File: src/rtl/pdm_multi_channel.sv
// Multi-channel first-order sigma-delta PDM generator with shadowed, frame-aligned level commits.
// Optional PDM_FRAME_STB_EN adds a registered frame_stb pulse one cycle after each commit.
module pdm_multi_channel #(
  parameter int unsigned WIDTH = 5,
  parameter int unsigned NCH   = 2,
  parameter int unsigned CHW   = 1
) (
  input  logic             clk,
  input  logic             reset,
  input  logic             en,
  input  logic             wr_en,
  input  logic [CHW-1:0]   wr_chan,
  input  logic [WIDTH-1:0] wr_data,
  output logic [NCH-1:0]   pdm_out,
  output logic [NCH-1:0]   pending
`ifdef PDM_FRAME_STB_EN
  ,
  output logic             frame_stb
`endif
);

  logic [WIDTH-1:0] cnt_q, cnt_d;
  logic [WIDTH-1:0] shadow_q [NCH];
  logic [WIDTH-1:0] shadow_d [NCH];
  logic [WIDTH-1:0] active_q [NCH];
  logic [WIDTH-1:0] active_d [NCH];
  logic [WIDTH-1:0] acc_q    [NCH];
  logic [WIDTH-1:0] acc_d    [NCH];
  logic [WIDTH:0]   sum      [NCH];
  logic [NCH-1:0]   pending_q, pending_d;
  logic [NCH-1:0]   pdm_q, pdm_d;
  logic             frame_end;
  logic             commit;

  assign frame_end = (cnt_q == {WIDTH{1'b1}});
  // While stopped there is no frame to protect, so pending levels commit immediately.
  assign commit    = en ? frame_end : 1'b1;

  always_comb begin
    cnt_d     = en ? cnt_q + WIDTH'(1) : '0;
    pending_d = pending_q;
    pdm_d     = '0;
    for (int i = 0; i < NCH; i++) begin
      shadow_d[i] = shadow_q[i];
      active_d[i] = active_q[i];
      if (commit && pending_q[i]) begin
        active_d[i]  = shadow_q[i];
        pending_d[i] = 1'b0;
      end
      // Only channels 0..NCH-1 can match, so out-of-range writes fall through untouched.
      // A write in the commit cycle wins over the clear and waits for the next boundary.
      if (wr_en && (wr_chan == CHW'(i))) begin
        shadow_d[i]  = wr_data;
        pending_d[i] = 1'b1;
      end
      sum[i]   = {1'b0, acc_q[i]} + {1'b0, active_q[i]};
      acc_d[i] = en ? sum[i][WIDTH-1:0] : '0;
      pdm_d[i] = en & sum[i][WIDTH];
    end
  end

  always_ff @(posedge clk or negedge reset) begin
    if (!reset) begin
      cnt_q     <= '0;
      pending_q <= '0;
      pdm_q     <= '0;
      for (int i = 0; i < NCH; i++) begin
        shadow_q[i] <= '0;
        active_q[i] <= '0;
        acc_q[i]    <= '0;
      end
    end else begin
      cnt_q     <= cnt_d;
      pending_q <= pending_d;
      pdm_q     <= pdm_d;
      for (int i = 0; i < NCH; i++) begin
        shadow_q[i] <= shadow_d[i];
        active_q[i] <= active_d[i];
        acc_q[i]    <= acc_d[i];
      end
    end
  end

  assign pdm_out = pdm_q;
  assign pending = pending_q;

`ifdef PDM_FRAME_STB_EN
  logic stb_q;

  always_ff @(posedge clk or negedge reset) begin
    if (!reset) begin
      stb_q <= 1'b0;
    end else begin
      stb_q <= en & frame_end;
    end
  end

  assign frame_stb = stb_q;
`endif

endmodule

File: config.mk
export PLATFORM = sky130hd
export DESIGN_NAME = pdm_multi_channel
export DESIGN_NICKNAME = d
export VERILOG_FILES = /design/src/rtl/pdm_multi_channel.sv
export SDC_FILE = /design/constraint.sdc
export NUM_CORES = 1
export LEC_CHECK = 0
export CAP_MARGIN = 20
export CORE_UTILIZATION = 55
export DETAILED_ROUTE_END_ITERATION = 7
export PLACE_DENSITY_LB_ADDON = 0.3
export SETUP_SLACK_MARGIN = 0.2
export SLEW_MARGIN = 20
export SYNTH_ARGS = -nofsm -noshare
export SYNTH_HDL_FRONTEND = slang
export SYNTH_SLANG_ARGS = --single-unit
File: constraint.sdc
create_clock -name clk -period 3.5 [get_ports clk]
set_input_delay 0.525 -clock clk [delete_from_list [all_inputs] [get_ports clk]]
set_output_delay 0.525 -clock clk [all_outputs]
set_load 0.05 [all_outputs]
==> impl_metrics.tcl, run 1 <==
set metrics [dict create \
    die_area_sq_um 3500 \
    synth_edf_count 0 \
    tightestPinTransition_ns 0.815 \
    fmax_mhz 479 \
    synth_top_area_share 0.543 \
    r2r_cells 6 \
    clkSinkCount 39 \
    place_inst 194 \
    critPathTopFamily "buffers and inverters" \
    ios 14 \
    multi_input_area_sq_um 777 \
    synth_cell_type_count 28 \
    groute.layer.met2.usage 0.333 \
    yosysMostFrequentCell "dfrtp_1" \
    gp_congestion 0.696 \
    setup_tns_ns 0 \
    end_kind "primary output" \
    setup_viol 0 \
    p_switching_uw 446 \
    finalWorstSetupSlack_ns 1.41 \
    drcViolationCount 0 \
    cts-root-buf "clkbuf_4" \
    seq_power_share 0.472 \
    crit_arrival_ns 1.56 \
    cts_tree "built" \
    h-tree-depth 2 \
    cp_cell_sequence "clkdlybuf4s50_1" \
    switching_share 0.339 \
    rsz0062_at_grt "no" \
    path_class "reg2out" \
    place_area_sq_um 1960 \
    cts_setup_buffers 0 \
    finalWirelength_microns 2990 \
    start_util 0.584 \
    grt_overflow 0 \
    clk_pin_slew_ns 0.11 \
    status "completed" \
    fin_crit_ns 2.09 \
    hold_buffers 0 \
    cts_made_buffers 5 \
    finish.instance_area_sq_um 2010 \
    clk_path_buf_depth 2 \
    use_met1 0.270 \
    syn_area_per_cell_sq_um 12.8 \
    max-slew-margin-rel 0.457 \
    synth_common_cells "dfrtp_1 (39), mux2_2 (19), ha_1 (12)" \
    r2r-end "active_q[8]" \
    via_count 1072 \
    period_share 0.597 \
    place_ws_ns 1.23 \
    met3_usage 0.0546 \
    nets 181 \
    maxSlewViolCount 0 \
    grt-busiest-layer "met2" \
    antenna_found_initial 0 \
    yosysSeqAreaShare 0.543 \
    dp_hpwl_microns 2250 \
    drt_pass1_iterations 4 \
    portBuffers 13 \
    worst_path_largest_cell_delay_ns 0.82 \
    fin_util 0.652 \
    ys_seq_elements 39 \
    synth_ff_type "dfrtp_1" \
    p_int_uw 871 \
    grt_max_degree 40 \
    skew_ns 0.00446 \
    cp.required_ns 2.97 \
    ir_drop_mv 0.337 \
    drive_gt1_frac 0.203 \
    critPathLaunch "pending[1]" \
    core-area_sq_um 3080 \
    fillCellCount 239 \
    crit_buf_inv 1 \
    die-width_microns 59.2 \
    synth-warning-count 0 \
    yosysTopAreaCell "dfrtp_1" \
    synth_cells 140 \
    r2r-start "cnt_q[0]" \
    cts_resized 0 \
    rrSetupSlack_ns 1.64 \
    die_y_microns 59.2 \
    viasPerCell 5.31 \
    clk-insertion-delay-late_ns 0.34 \
    routedWlPerCell_microns 14.8 \
    p_leak_uw 0.000963 \
    cap_violations 0 \
    drtAntennaViolNets 0 \
    regArea_sq_um 976 \
    grt_pass1_wl_microns 5220 \
    clkPwrFrac 0.165 \
    syn_area_sq_um 1800 \
    hold_class "in2async" \
    row_count 20 \
    grt_pass1_vias 1153 \
    num_antenna_cells 0 \
    comb_power_share 0.363 \
    critPathSlowestCell "clkdlybuf4s50_1" \
    synth_nets 164 \
    async_flop_share 1.00 \
    area_growth_syn_to_layout_pct 11.6 \
    ys_top_cells_by_area "dfrtp_1 (54%), mux2_2 (12%), ha_1 (8.4%)" \
    hold_violations 0 \
    finalNonFillerCells 202 \
    p_per_area_nw_per_um2 656 \
    worst_setup_path_start_kind "flip-flop" \
    path_max_fanout 3 \
    drt_iter0_drc 19 \
    grt.total_usage 0.212 \
]
layer usage:
metal / part of all wire / vias up
met5: 0 / -
met4: 0.029 / 0
met3: 0.039 / 12
met2: 0.47 / 25
met1: 0.46 / 522
li1: - / 513
through the flow:
step,total power [uW],hold slack [ns]
6_report,1320,0.273
5_1_grt,1420,0.328
4_1_cts,1330,0.296
3_5_place_dp,1110,0.476
3_3_place_gp,1070,0.443
2_1_floorplan,979,0.229
placed cells by master, fill, tap and decap left out, types with 3 or more instances in the layout:
cell type | Yosys | final
nand2_1 | 5 | 5
o21ai_0 | 4 | 4
mux2_2 | 19 | 19
nor2_1 | 10 | 10
clkdlybuf4s50_1 | 0 | 12
nand2b_1 | 6 | 6
ha_1 | 12 | 12
clkbuf_4 | 0 | 5
and2_1 | 6 | 6
inv_1 | 6 | 6
nor2b_1 | 5 | 5
and3_1 | 3 | 3
dfrtp_1 | 39 | 39
kinds of logic after synthesis:
group | Yosys count | synth area share
simple gates | 39 | 0.116
flops | 39 | 0.543
mux | 22 | 0.139
compound gates | 15 | 0.0627
fa+ha+maj | 14 | 0.106
buf+inv | 9 | 0.0244
xor+xnor | 2 | 0.00975
layout make-up:
| type | instances | share of cell area |
|---|---|---|
| flip-flops and latches | 39 | 0.487 |
| repair buffers | 13 | 0.0624 |
| clock buffers | 7 | 0.0225 |
| well taps | 44 | 0.0274 |
| multi-input cells | 92 | 0.387 |
| clock inverters | 1 | 0.00250 |
| inverters | 6 | 0.0112 |
worst max path at each step:
stage,to,slack (ns),cells past startpoint
floorplan,active_q[5],1.81,6
global placement,active_q[2],1.35,4
detailed placement,active_q[8],1.23,4
CTS,pending[0],1.39,1
global route,pending[0],1.34,1
finish,pending[1],1.41,1
flip-flops by register name, indices dropped and copies added, names as in the netlist:
signal and flops:
pdm_out 2, shadow_q 10, active_q 10, cnt_q 5, acc_q 10, pending 2
power groups by stage:
| stage | clock network [uW] | logic (uW) | registers [uW] |
|---|---|---|---|
| floorplan | 0 | 340 | 639 |
| global placement | 0 | 442 | 624 |
| detailed placement | 0 | 481 | 630 |
| CTS | 221 | 485 | 621 |
| global route | 242 | 548 | 631 |
| finish | 217 | 478 | 621 |
No activity file was read; power rests on OpenSTA's default activity.
==> inputs of run 2 (changes only) <==
--- a/config.mk
+++ b/config.mk
@@ -6,7 +6,7 @@
 export NUM_CORES = 1
 export LEC_CHECK = 0
 export CAP_MARGIN = 20
-export CORE_UTILIZATION = 55
+export CORE_UTILIZATION = 51
 export DETAILED_ROUTE_END_ITERATION = 7
 export PLACE_DENSITY_LB_ADDON = 0.3
 export SETUP_SLACK_MARGIN = 0.2
==> constraint.sdc (replaced) <==
create_clock -name clk -period 1.65 [get_ports clk]
set_input_delay 0.2475 -clock clk [delete_from_list [all_inputs] [get_ports clk]]
set_output_delay 0.2475 -clock clk [all_outputs]
set_load 0.05 [all_outputs]
==> run 2 against run 1 <==
Via count increased by 5.3%. Cell area increased by 13%. First-iteration DRC count down 16%. Flip-flop and latch count unchanged. Count of clock-buffer cells in the layout decreased by 1. Global-route usage is 0.10 points higher. Wire length up 10%. Clock skew up 0.0064 ns. Hold slack better by 0.19 ns. Setup slack got worse by 1.4 ns. Sequential power is 110% higher.
==> impl_metrics.tcl, run 2 (same netlist as run 1, synthesis figures left out) <==
set metrics [dict create \
    status "completed" \
    maxSlewViolCount 0 \
    drt_iter0_drc 16 \
    clk_pin_slew_ns 0.11 \
    finalNonFillerCells 217 \
    finish.instance_area_sq_um 2260 \
    via_count 1129 \
    grt_overflow 0 \
    nets 194 \
    p_leak_uw 0.00112 \
    skew_ns 0.0108 \
    grt_pass1_vias 1126 \
    clk_path_buf_depth 2 \
    place_inst 200 \
    max-slew-margin-rel 0.682 \
    clkSinkCount 39 \
    place_area_sq_um 2060 \
    antenna_found_initial 0 \
    drcViolationCount 0 \
    routedWlPerCell_microns 15.2 \
    start_util 0.534 \
    area_growth_syn_to_layout_pct 25.8 \
    power_uw 3310 \
    r2r-start "cnt_q[0]" \
    hold_class "in2async" \
    viasPerCell 5.20 \
    cp.required_ns 1.89 \
    grt.total_usage 0.213 \
    path_max_fanout 5 \
    rsz0062_at_grt "yes" \
    period_share 0.981 \
    crit_arrival_ns 1.86 \
    hold_violations 0 \
    portBuffers 13 \
    drive_gt1_frac 0.368 \
    drt_pass1_iterations 4 \
    worst_setup_path_start_kind "flip-flop" \
    cts_tree "built" \
    row_count 21 \
    cap_violations 0 \
    grt_max_degree 40 \
    r2r_cells 6 \
    path_class "reg2reg" \
    h-tree-depth 2 \
    die-width_microns 61.4 \
    ios 14 \
    die_y_microns 61.4 \
    fillCellCount 258 \
    top_regs "acc_q: 10 flops, active_q: 10 flops, shadow_q: 10 flops" \
    p_per_area_nw_per_um2 1460 \
    critPathLaunch "cnt_q[0]" \
    drtAntennaViolNets 0 \
    fmax_mhz 618 \
    setup_viol 0 \
    dp_hpwl_microns 2310 \
    layout_commonest_cell "dfrtp_1" \
    tightestPinTransition_ns 0.477 \
    num_antenna_cells 0 \
    cts-root-buf "clkbuf_4" \
    grt_pass1_wl_microns 5460 \
    fin_util 0.672 \
    core-area_sq_um 3360 \
    die_area_sq_um 3760 \
    final_cell_mix "dfrtp_1 (39), buf_4 (16), mux2_4 (11)" \
    ir_drop_mv 0.806 \
    clk-insertion-delay-late_ns 0.35 \
    gp_congestion 0.684 \
    finalWirelength_microns 3290 \
    fin_crit_ns 1.62 \
    cts_made_buffers 5 \
    end_kind "flip-flop" \
]
-- run 2: cell count changes in the layout (fill, tap and decap cells not counted), moves of 3 or more --
cell	previous run	this run
mux2_2	19	9
clkdlybuf4s50_1	12	8
buf_4	0	16
mux2_4	1	11
ha_2	0	3
ha_1	12	8
nand2b_4	0	3
-- run 2: worst paths after layout --
path / to / slack [ns]
worst min register to register: active_q[3] / 0.51
max in group asynchronous: acc_q[5] / 0.85
worst max register to register: active_q[7] / 0.03
min in group clk: active_q[3] / 0.51
worst min-delay path: acc_q[3] / 0.47
worst max-delay path: active_q[7] / 0.03
-- run 2: per-stage QoR --
step | setup TNS (ns) | setup WS [ns] | hold slack, ns
4_1_cts | 0 | 0.0184 | 0.476
3_5_place_dp | 0 | 0.0158 | 0.326
5_1_grt | -0.0301 | -0.0181 | 0.513
3_3_place_gp | 0 | 0.0688 | 0.316
6_report | 0 | 0.0311 | 0.465
2_1_floorplan | 0 | 0.0910 | -0.0481
-- run 2: repair_timing --
item | in CTS | in global routing
pin swaps | 5 | 8
setup endpoints to repair | 14 | 18
resized for setup | 6 | 6
hold endpoints to repair | 39 | 0
hold buffers | 1 | 0
buffers inserted | 4 | 4
-- run 2: layout make-up --
class                      instances  area (sq um)  share of cell area
inverter                           6          22.5             0.00997
timing repair buffer              26           215              0.0952
tap                               46          57.6              0.0255
clock inverter                     2          35.0              0.0155
clock buffer                       6          51.3              0.0227
multi-input combinational         92           902               0.399
sequential                        39           976               0.432
-- run 2: worst max-delay path, cell delays in order (launching register included) --
cell      delay, ns
dfrtp_1        0.41
ha_2           0.20
and3_4         0.18
ha_4           0.15
nand2b_4       0.16
nand2_4        0.11
mux2_4         0.31
-- run 2: power breakdown --
part,switching [uW],internal (uW)
clock,315,358
combinational,638,665
sequential,139,1190
total,1090,2210
-- run 2: routing by layer --
layer / vias up / part of all wire / global-route usage
met5: - / 0 / 0
met4: 0 / 0.014 / 0.0762
met3: 6 / 0.037 / 0.0630
met2: 19 / 0.51 / 0.340
met1: 566 / 0.44 / 0.278
li1: 538 / - / -
==> inputs of run 3 (changes only) <==
--- a/config.mk
+++ b/config.mk
@@ -7,6 +7,7 @@
 export LEC_CHECK = 0
 export CAP_MARGIN = 20
 export CORE_UTILIZATION = 51
+export CTS_CLUSTER_DIAMETER = 80
 export DETAILED_ROUTE_END_ITERATION = 7
 export PLACE_DENSITY_LB_ADDON = 0.3
 export SETUP_SLACK_MARGIN = 0.2
==> results of run 3 <==
The final DEF is identical to that of run 2; final timing and power are the same.
